**src/rtl/sigmoid_share_sched.sv**
```systemverilog
// Round-robin scheduler sharing one SigmoidF unit among N_REQ requesters.
// Issued operands carry their requester ID through a tag pipe into a FWFT response FIFO.
module sigmoid_share_sched #(
    parameter int N_REQ      = 4,
    parameter int SIG_LAT    = 1,
    parameter int FIFO_DEPTH = 4,
    parameter int IDW        = $clog2(N_REQ)
) (
    input  logic                  clk,
    input  logic                  rst,
    input  logic [N_REQ-1:0]      req_valid,
    input  logic [32*N_REQ-1:0]   req_x,
    output logic [N_REQ-1:0]      req_ready,
    output logic [31:0]           sig_x,
    input  logic [15:0]           sig_out,
    output logic                  rsp_valid,
    input  logic                  rsp_ready,
    output logic [IDW-1:0]        rsp_id,
    output logic [15:0]           rsp_data,
    output logic                  busy
);

    localparam int AW   = (FIFO_DEPTH > 1) ? $clog2(FIFO_DEPTH) : 1;
    localparam int CNTW = AW + 1;
    localparam int OCCW = $clog2(SIG_LAT + FIFO_DEPTH + 1);
    localparam int EW   = IDW + 16;

    logic [IDW-1:0]  r_ptr;
    logic [31:0]     r_sigX;
    logic [SIG_LAT-1:0] r_tagValid;
    logic [IDW-1:0]  r_tagId [SIG_LAT];

    logic [EW-1:0]   r_mem [FIFO_DEPTH];
    logic [AW-1:0]   r_wrPtr;
    logic [AW-1:0]   r_rdPtr;
    logic [CNTW-1:0] r_count;

    logic            w_gntFound;
    logic [IDW-1:0]  w_gnt;
    logic [OCCW-1:0] w_inflight;
    logic [OCCW-1:0] w_occ;
    logic            w_canIssue;
    logic            w_transfer;
    logic [31:0]     w_selX;
    logic            w_push;
    logic [IDW-1:0]  w_pushId;
    logic            w_pop;
    logic [EW-1:0]   w_head;

    // Round-robin search starting just after the last granted requester.
    always_comb begin
        w_gntFound = 1'b0;
        w_gnt      = '0;
        for (int k = 1; k <= N_REQ; k++) begin
            if (!w_gntFound && req_valid[(int'(r_ptr) + k) % N_REQ]) begin
                w_gntFound = 1'b1;
                w_gnt      = IDW'((int'(r_ptr) + k) % N_REQ);
            end
        end
    end

    always_comb begin
        w_inflight = '0;
        for (int i = 0; i < SIG_LAT; i++) begin
            w_inflight = w_inflight + OCCW'(r_tagValid[i]);
        end
    end

    // Occupancy counts in-flight ops too, so every issued op is guaranteed a FIFO slot.
    assign w_occ      = w_inflight + OCCW'(r_count);
    assign w_canIssue = (w_occ < OCCW'(FIFO_DEPTH));

    always_comb begin
        req_ready = '0;
        if (!rst && w_gntFound && w_canIssue) begin
            req_ready[w_gnt] = 1'b1;
        end
    end

    assign w_transfer = |(req_valid & req_ready);
    assign w_selX     = req_x[32*int'(w_gnt) +: 32];

    always_ff @(posedge clk or posedge rst) begin
        if (rst) begin
            r_ptr  <= IDW'(N_REQ - 1);
            r_sigX <= '0;
        end else if (w_transfer) begin
            r_ptr  <= w_gnt;
            r_sigX <= w_selX;
        end
    end

    assign sig_x = r_sigX;

    // Tag pipe mirrors the SigmoidF latency so the ID meets its result at capture.
    always_ff @(posedge clk or posedge rst) begin
        if (rst) begin
            r_tagValid <= '0;
            for (int i = 0; i < SIG_LAT; i++) begin
                r_tagId[i] <= '0;
            end
        end else begin
            r_tagValid[0] <= w_transfer;
            r_tagId[0]    <= w_gnt;
            for (int i = 1; i < SIG_LAT; i++) begin
                r_tagValid[i] <= r_tagValid[i-1];
                r_tagId[i]    <= r_tagId[i-1];
            end
        end
    end

    assign w_push   = r_tagValid[SIG_LAT-1];
    assign w_pushId = r_tagId[SIG_LAT-1];
    assign w_pop    = rsp_valid && rsp_ready;

    always_ff @(posedge clk) begin
        if (w_push) begin
            r_mem[r_wrPtr] <= {w_pushId, sig_out};
        end
    end

    always_ff @(posedge clk or posedge rst) begin
        if (rst) begin
            r_wrPtr <= '0;
            r_rdPtr <= '0;
            r_count <= '0;
        end else begin
            if (w_push) begin
                r_wrPtr <= r_wrPtr + AW'(1);
            end
            if (w_pop) begin
                r_rdPtr <= r_rdPtr + AW'(1);
            end
            case ({w_push, w_pop})
                2'b10:   r_count <= r_count + CNTW'(1);
                2'b01:   r_count <= r_count - CNTW'(1);
                default: r_count <= r_count;
            endcase
        end
    end

    // Head fields are forced to zero when empty so stale memory never shows after reset.
    assign w_head    = r_mem[r_rdPtr];
    assign rsp_valid = (r_count != '0);
    assign rsp_id    = rsp_valid ? w_head[EW-1:16] : '0;
    assign rsp_data  = rsp_valid ? w_head[15:0]    : '0;
    assign busy      = (|r_tagValid) || rsp_valid;

endmodule

```
**config.mk**
```make
export PLATFORM = sky130hd
export DESIGN_NAME = sigmoid_share_sched
export DESIGN_NICKNAME = d
export VERILOG_FILES = /design/src/rtl/sigmoid_share_sched.sv
export SDC_FILE = /design/constraint.sdc
export NUM_CORES = 1
export LEC_CHECK = 0
export BUFFER_PORTS_ARGS = -buffer_cell sky130_fd_sc_hd__buf_4
export CORE_UTILIZATION = 30
export DETAILED_ROUTE_END_ITERATION = 16
export PLACE_DENSITY = 0.5
export SLEW_MARGIN = 10
export SYNTH_ARGS = -nofsm -noshare
export SYNTH_HDL_FRONTEND = slang
export SYNTH_SLANG_ARGS = --single-unit
```
**constraint.sdc**
```tcl
create_clock -name clk -period 2.3 [get_ports clk]
set_clock_uncertainty 0.15 [all_clocks]
set_input_delay 0.23 -clock clk [delete_from_list [all_inputs] [get_ports clk]]
set_output_delay 0.23 -clock clk [all_outputs]
set_load 0.02 [all_outputs]
```
---- Word level (Yosys, flattened, before mapping) ----
Memories as Yosys holds them, arrays and structs flattened.
Index checks and enable logic that the tools add are counted.
operators by class
  eq/ne operators ......................... 2
  bitwise operators ....................... 5
  order comparisons ....................... 7
  shift-type cells ........................ 1
  mux-type cells .......................... 28
  $add $sub $neg .......................... 9
  reductions and logical operators ........ 19
operator list
  kind                   number
  $shiftx A128 B8 Y32    1
  $lt A3 B4 Y1 const B   4
  $mux W16               1
  $mux W1                15
  $mux W2                5
  $add A2 B1 Y2 const B  4
  $bmux W1 S2            4
  $reduce_or A2 Y1       4
  $logic_and A1 B1 Y1    7
  $pmux W3 S2            1
  $add A2 B2 Y2 const B  2
  $and A1 B1 Y1 const A  4
  $and A4 B4 Y4          1
  $logic_not A1 Y1       4
  $mux W4                1
  $reduce_or A4 Y1       1
  $add A1 B3 Y3          1
  $add A3 B1 Y3 const B  1
  $lt A2 B3 Y1 const B   1
  $lt A3 B3 Y1 const B   1
  $reduce_bool A3 Y1     1
  $sub A3 B1 Y3 const B  1
  $demux W1 S2           1
  $eq A2 B1 Y1 const B   1
  other kinds (4)        4
storage, ports and cells
  bits of input ports ..................... 151
  bits in writable memories ............... 72
  output and inout bits ................... 56
  memories ................................ 1
  flip-flop bits (word level) ............. 44
memories
  name   words  width  read ports  clocked after memory_dff  wr ports  RTL line  text
  r_mem  4      18     1           0                         1         33        logic [EW-1:0] r_mem [FIFO_DEPTH];

---- Depth between registers and ports, before layout ----
  depth in word-level cells ............... 23
  gate-level depth with buffers ........... 8

---- Worst setup path before layout ----
Ideal clock, no wire load.
  path kind ............................... register to output
  from .................................... register r_ptr[1]
  to ...................................... output req_ready[2]
  data arrival time ....................... 1.763 ns
  required time ........................... 1.920 ns
  path buffers ............................ 3
  setup slack ............................. 0.157 ns
  stages on the path, launching flop included .. 8
  cell sequence ........................... dfstp_2 -> buf_4 -> nand2_1 -> a31oi_4 -> o211ai_4 -> buf_6 -> buf_6 -> nor3_1
on the way
  cells in the longest elaborated chain, start to end .. 19
  elaborated cells on any way between the ends .. 38
RTL lines
  element                                                             RTL line  text
  start: declaration                                                  28        logic [IDW-1:0] r_ptr;
  start signal: assignment                                            85        r_ptr <= IDW'(N_REQ - 1);
  start signal: assignment                                            88        r_ptr <= w_gnt;
  $add A2 B1 Y2                                                       55, 57
  $bmux W1 S2                                                         55        if (!w_gntFound && req_valid[(int'(r_ptr) + k) % N_REQ]) begin
  $mux W1 (implied by the code) (2 in series)                         55
  $mux W1                                                             55
  $logic_not A1 Y1                                                    55
  $logic_and A1 B1 Y1                                                 55
  $mux W1                                                             55
  $logic_not A1 Y1                                                    55
  (+2 left out)                                                       -
  $logic_not A1 Y1                                                    55
  $logic_and A1 B1 Y1                                                 55
  $mux W2                                                             55
  $lt A2 B3 Y1 (implied by the code) or $ge A2 B1 Y1 (tied branches)  76        req_ready[w_gnt] = 1'b1;
  $logic_and A1 B1 Y1 (implied by the code)                           76
  $mux W1 (implied by the code)                                       76
  $demux W1 S2                                                        76
  $mux W4 (*)                                                         75        if (!rst && w_gntFound && w_canIssue) begin
  end: declaration                                                    13        output logic [N_REQ-1:0] req_ready,
Every way passes the cells marked *; elsewhere a longest branch is shown, timed or not. The select of a mux whose other input is x is not followed.

---- Worst setup path after layout ----
  from .................................... register r_ptr[1]
  to ...................................... output req_ready[0]
on the way
  cells in the longest elaborated chain, start to end .. 19
  elaborated cells on any way between the ends .. 38
RTL lines
  element                                                             RTL line  text
  $add A2 B1 Y2                                                       55, 57
  $bmux W1 S2                                                         55
  $mux W1 (implied by the code) (2 in series)                         55
  $mux W1                                                             55
  $logic_not A1 Y1                                                    55
  $logic_and A1 B1 Y1                                                 55
  $mux W1                                                             55
  $logic_not A1 Y1                                                    55
  (+3 left out)                                                       -
  $logic_and A1 B1 Y1                                                 55
  $mux W2 (*)                                                         55
  net w_gnt[1]                                                        39        logic [IDW-1:0] w_gnt;
  $lt A2 B3 Y1 (implied by the code) or $ge A2 B1 Y1 (tied branches)  76
  $logic_and A1 B1 Y1 (implied by the code)                           76
  $mux W1 (implied by the code)                                       76
  $demux W1 S2 (*)                                                    76
  $mux W4 (*)                                                         75
The timed path passes the listed nets; every way through them passes the cells marked *. The select of a mux whose other input is x is not followed.

==> impl_summary.md <==
Global routing
The met2 routing resource usage after global routing is between 30% and 40%. The met1 track demand over resource is 20.6%. The initial antenna violation count is 0. The global route total overflow is 0.

The largest net degree at the start of global routing is 28. The global routing usage summed across all routing layers is 18.1%. Global routing used 5.59% of the available met3 tracks. The global routing stage identified its most utilized layer as met2. The first-pass GRT wire length is 25000 µm.

The via count of the first global-routing pass is 4794.

Min path
The path category of the worst min-delay check is input port to register. The number of stages on the worst hold path is 3. The hold-critical path endpoint is sig_x[29]$_DFFE_PP0P_. The start point of the worst min-delay path is req_x[29].

CTS
The clock tree root driver cell is sky130_fd_sc_hd__clkbuf_16. The number of clock sinks is ~120. TritonCTS built the clock tree.

After clock tree synthesis, the clock-pin slew on the worst setup and hold paths is 60 ps. The later-pin clock latency in the skew report is just over 400 ps. The longest clock path from root to sink contains 2 buffers. In this run, CTS created clock tree buffers numbering 17. The H-tree generated during clock tree synthesis spans 4 levels.

Timing
The least setup slack across all paths after layout is -4.15 ps. At the pin with the least slew margin, the transition time is between 400 and 500 ps. The period utilization is 100%. The number of failing hold endpoints at the final stage was 1. For the final routed database, the setup TNS stands at -4.15 ps. The highest achievable clock rate is 434 MHz.

Setup repair after global routing could not meet its margin everywhere. The final hold slack is -1.44 ps. The count of final max-slew check failures is 0. The max-slew headroom at the worst pin is 71.4%. The number of setup violations in the final report is 1. The minimum clock period is ~2300 ps.

Finish
The post-route netlist has 45.1% of its cells at a drive strength greater than 1. 0 antenna diodes ended up in the layout. The number of nets in the final layout is ~860. From synthesis to final layout, the design area changed by 68.1%. The post-route non-filler standard cell count is 943.

The multi-input combinational cells in the finished layout cover a total of 2080 µm². The count of filler cells inserted in the layout is 1492. Registers take around 3300 µm².

Route
After detailed routing, the number of remaining DRC violations is 0. The detail route stage leaves a number of antenna-violating nets equal to 0. Wires add up to 16000 µm. The detailed-route wire length per cell is 16.9 µm. Across all layers, the routed design uses 4378 vias.

The first routing iteration left 145 violations. The per-cell via count in the routed design is between 4 and 5. The total iterations of the first detailed-routing run is 4.

Floorplan
The area of the die is 18900 µm². The top-level I/O count is 207. In this run the vertical extent of the chip is 137 µm. Measured along the x axis, the die boundary spans approximately 140 µm. The core region is around 18000 µm². The initial standard-cell utilization of the core is a little under a third.

The floorplan has between 40 and 50 rows.

Place
The HPWL after detailed placement is 10400 µm. The count of input and output buffers is slightly above 200. Routability-driven placement finished with a final weighted congestion of 0.773. The number of instances in the placed design is 797.

Worst setup path
The start-to-end type of the worst setup path is register to output pin. The maximum net fanout on the critical path is 5. The worst setup slack for register-to-register paths is 80 ps.

The end of the worst register-to-register path is sig_x[6]$_DFFE_PP0P_. Measured in cells, the most critical reg-to-reg path has a length of 7. For the worst setup path, the data arrival time is between 1500 and 2000 ps. STA classifies the critical path startpoint as a register.

The required time of the critical path is 1920 ps. The endpoint class of the critical path is an output pin. The start of the worst register-to-register path is r_ptr[1]$_DFFE_PP1P_.

Power and ir drop
The worst-case IR drop observed on VDD is 0.677 mV. The leakage power summed over all cells is 0.00404 µW. The power density normalized to cell area is 1180 nW/µm².

Job
The count of max-cap constraint violations is 0.

Synthesis
The netlist uses 37 different library cells. Dividing the synthesized area by the synthesized cell count gives 15.1 µm². The Yosys step of the flow raised 0 warnings. Counting every net in the synthesized netlist gives between 500 and 600. The post-synthesis register bit count is 116. Summing every instance area after synthesis gives 5500 µm². The cell count after synthesis came out at between 300 and 400. The share of the Yosys chip area taken by registers is 59.4%.

Run status
The final reports fail on hold timing, setup timing. The run finished, with violations left.
==> critical path, stage by stage, from the launching register on <==
cell	delay, ps
sky130_fd_sc_hd__dfstp_2	600
sky130_fd_sc_hd__buf_6	130
sky130_fd_sc_hd__nand2_4	50
sky130_fd_sc_hd__o211ai_4	240
sky130_fd_sc_hd__buf_6	140
sky130_fd_sc_hd__inv_4	30
sky130_fd_sc_hd__nor3_2	160
sky130_fd_sc_hd__buf_4	170
==> worst max-delay path by stage <==
| stage | end | from | slack (ps) |
|---|---|---|---|
| floorplan | req_ready[2] | r_ptr[1]$_DFFE_PP1P_ | 160 |
| global placement | r_count[2]$_DFFE_PP0P_ | r_count[0]$_DFFE_PP0P_ | 250 |
| detailed placement | r_count[2]$_DFFE_PP0P_ | r_count[0]$_DFFE_PP0P_ | 210 |
| CTS | req_ready[0] | r_ptr[1]$_DFFE_PP1P_ | 4 |
| global route | req_ready[0] | r_ptr[1]$_DFFE_PP1P_ | -80 |
| finish | req_ready[0] | r_ptr[1]$_DFFE_PP1P_ | -4 |
==> cells in the mapped netlist <==
master / number / share of area [%]
sky130_fd_sc_hd__nand2_2: 2 / 0.23
sky130_fd_sc_hd__fa_1: 1 / 0.36
sky130_fd_sc_hd__clkbuf_1: 6 / 0.41
sky130_fd_sc_hd__inv_4: 1 / 0.11
sky130_fd_sc_hd__a31oi_4: 1 / 0.39
sky130_fd_sc_hd__dfrtp_1: 42 / 19
sky130_fd_sc_hd__and3_1: 2 / 0.23
sky130_fd_sc_hd__a21oi_2: 1 / 0.16
sky130_fd_sc_hd__a21oi_1: 1 / 0.091
sky130_fd_sc_hd__o221ai_2: 11 / 3.0
sky130_fd_sc_hd__o211ai_4: 1 / 0.39
sky130_fd_sc_hd__or3_1: 1 / 0.11
sky130_fd_sc_hd__nand3b_1: 1 / 0.14
sky130_fd_sc_hd__mux2i_1: 66 / 12
sky130_fd_sc_hd__buf_4: 2 / 0.27
sky130_fd_sc_hd__dfstp_2: 2 / 0.96
sky130_fd_sc_hd__xnor2_1: 2 / 0.32
sky130_fd_sc_hd__nand2b_4: 1 / 0.25
sky130_fd_sc_hd__edfxtp_1: 72 / 39
sky130_fd_sc_hd__and2b_1: 1 / 0.14
sky130_fd_sc_hd__buf_6: 6 / 1.2
sky130_fd_sc_hd__o21ai_1: 2 / 0.18
sky130_fd_sc_hd__nand3_1: 1 / 0.091
sky130_fd_sc_hd__inv_2: 1 / 0.068
sky130_fd_sc_hd__ha_1: 5 / 1.1
sky130_fd_sc_hd__nand2_1: 39 / 2.7
sky130_fd_sc_hd__o221ai_4: 1 / 0.48
sky130_fd_sc_hd__and2_1: 23 / 2.6
sky130_fd_sc_hd__inv_1: 8 / 0.55
sky130_fd_sc_hd__mux4_2: 18 / 7.4
sky130_fd_sc_hd__buf_2: 10 / 0.91
sky130_fd_sc_hd__nor3_1: 2 / 0.18
sky130_fd_sc_hd__o221ai_1: 21 / 3.3
sky130_fd_sc_hd__o21ai_0: 1 / 0.091
sky130_fd_sc_hd__nor2_1: 3 / 0.20
sky130_fd_sc_hd__xor2_1: 5 / 0.80
sky130_fd_sc_hd__nand2b_1: 1 / 0.11
==> power breakdown <==
part	leakage, µW	internal [µW]	switching [µW]	total (µW)
Combinational	0.00257	2560	2550	5110
Sequential	0.00119	2840	347	3190
Clock	0.000286	1690	915	2600
==> cells in the final DEF (no fill, tap or decap), types with 5 or more instances in the layout <==
cell | Yosys | routed
sky130_fd_sc_hd__buf_4 | 2 | 227
sky130_fd_sc_hd__dlygate4sd3_1 | 0 | 102
sky130_fd_sc_hd__edfxtp_1 | 72 | 72
sky130_fd_sc_hd__mux2i_1 | 66 | 62
sky130_fd_sc_hd__dfrtp_1 | 42 | 41
sky130_fd_sc_hd__nand2_1 | 39 | 37
sky130_fd_sc_hd__and2_1 | 23 | 23
sky130_fd_sc_hd__o221ai_1 | 21 | 20
sky130_fd_sc_hd__mux4_2 | 18 | 18
sky130_fd_sc_hd__clkbuf_16 | 0 | 18
sky130_fd_sc_hd__o221ai_2 | 11 | 12
sky130_fd_sc_hd__buf_12 | 0 | 8
sky130_fd_sc_hd__inv_1 | 8 | 7
sky130_fd_sc_hd__xor2_1 | 5 | 5
sky130_fd_sc_hd__ha_1 | 5 | 5
sky130_fd_sc_hd__clkinv_2 | 0 | 5
==> flip-flops by register name (all words and copies together) (netlist names) <==
| name | cells |
|---|---|
| r_wrPtr | 2 |
| r_mem | 72 |
| r_tagValid | 1 |
| r_rdPtr | 2 |
| r_ptr | 2 |
| sig_x | 32 |
| r_tagId | 2 |
| r_count | 3 |
==> area by class of cell <==
type	count	area share [%]
Sequential cell	116	35.3
Timing Repair Buffer	343	32.3
Multi-Input combinational cell	214	22.5
Tap cell	229	3.10
Clock inverter	14	1.73
Clock buffer	17	4.60
Inverter	10	0.460
==> cell families (layout without fill, tap and decap cells) <==
family / after synthesis / count (layout) / synth area share, %
flops: 116 / 116 / 59.4
mux: 84 / 84 / 19.4
simple gates: 77 / 77 / 6.96
compound gates: 40 / 40 / 8.12
buf+inv: 34 / 384 / 3.55
xor+xnor: 7 / 7 / 1.11
fa+ha+maj: 6 / 6 / 1.50
==> layer usage <==
layer	share of wire, %	up-vias
li1	-	2071
met1	40	2110
met2	52	177
met3	5.9	20
met4	1.6	0
met5	0	-
==> stage by stage <==
step                total power [µW]  util [%]  setup WS (ps)  cell area (µm²)  hold WS (ps)
floorplan                       6070         -            157             5500           179
global placement                7840      41.4            254             7440           132
detailed placement              7920      41.4            214             7440           140
CTS                            10900      51.1           4.46             9170         0.414
global route                   11600      51.5          -82.6             9250          4.71
finish                         10900      51.5          -4.15             9250         -1.44
==> repair_timing <==
| item | in CTS | in global routing |
|---|---|---|
| pin swaps | 5 | 4 |
| gates resized for setup | 6 | 11 |
| setup endpoints to repair | 4 | 16 |
| hold endpoints to repair | 108 | 0 |
| hold buffers | 102 | 0 |
| setup buffers | 9 | 2 |
| cloned | 1 | 1 |
Note: power is estimated with default switching activity, not from simulation.
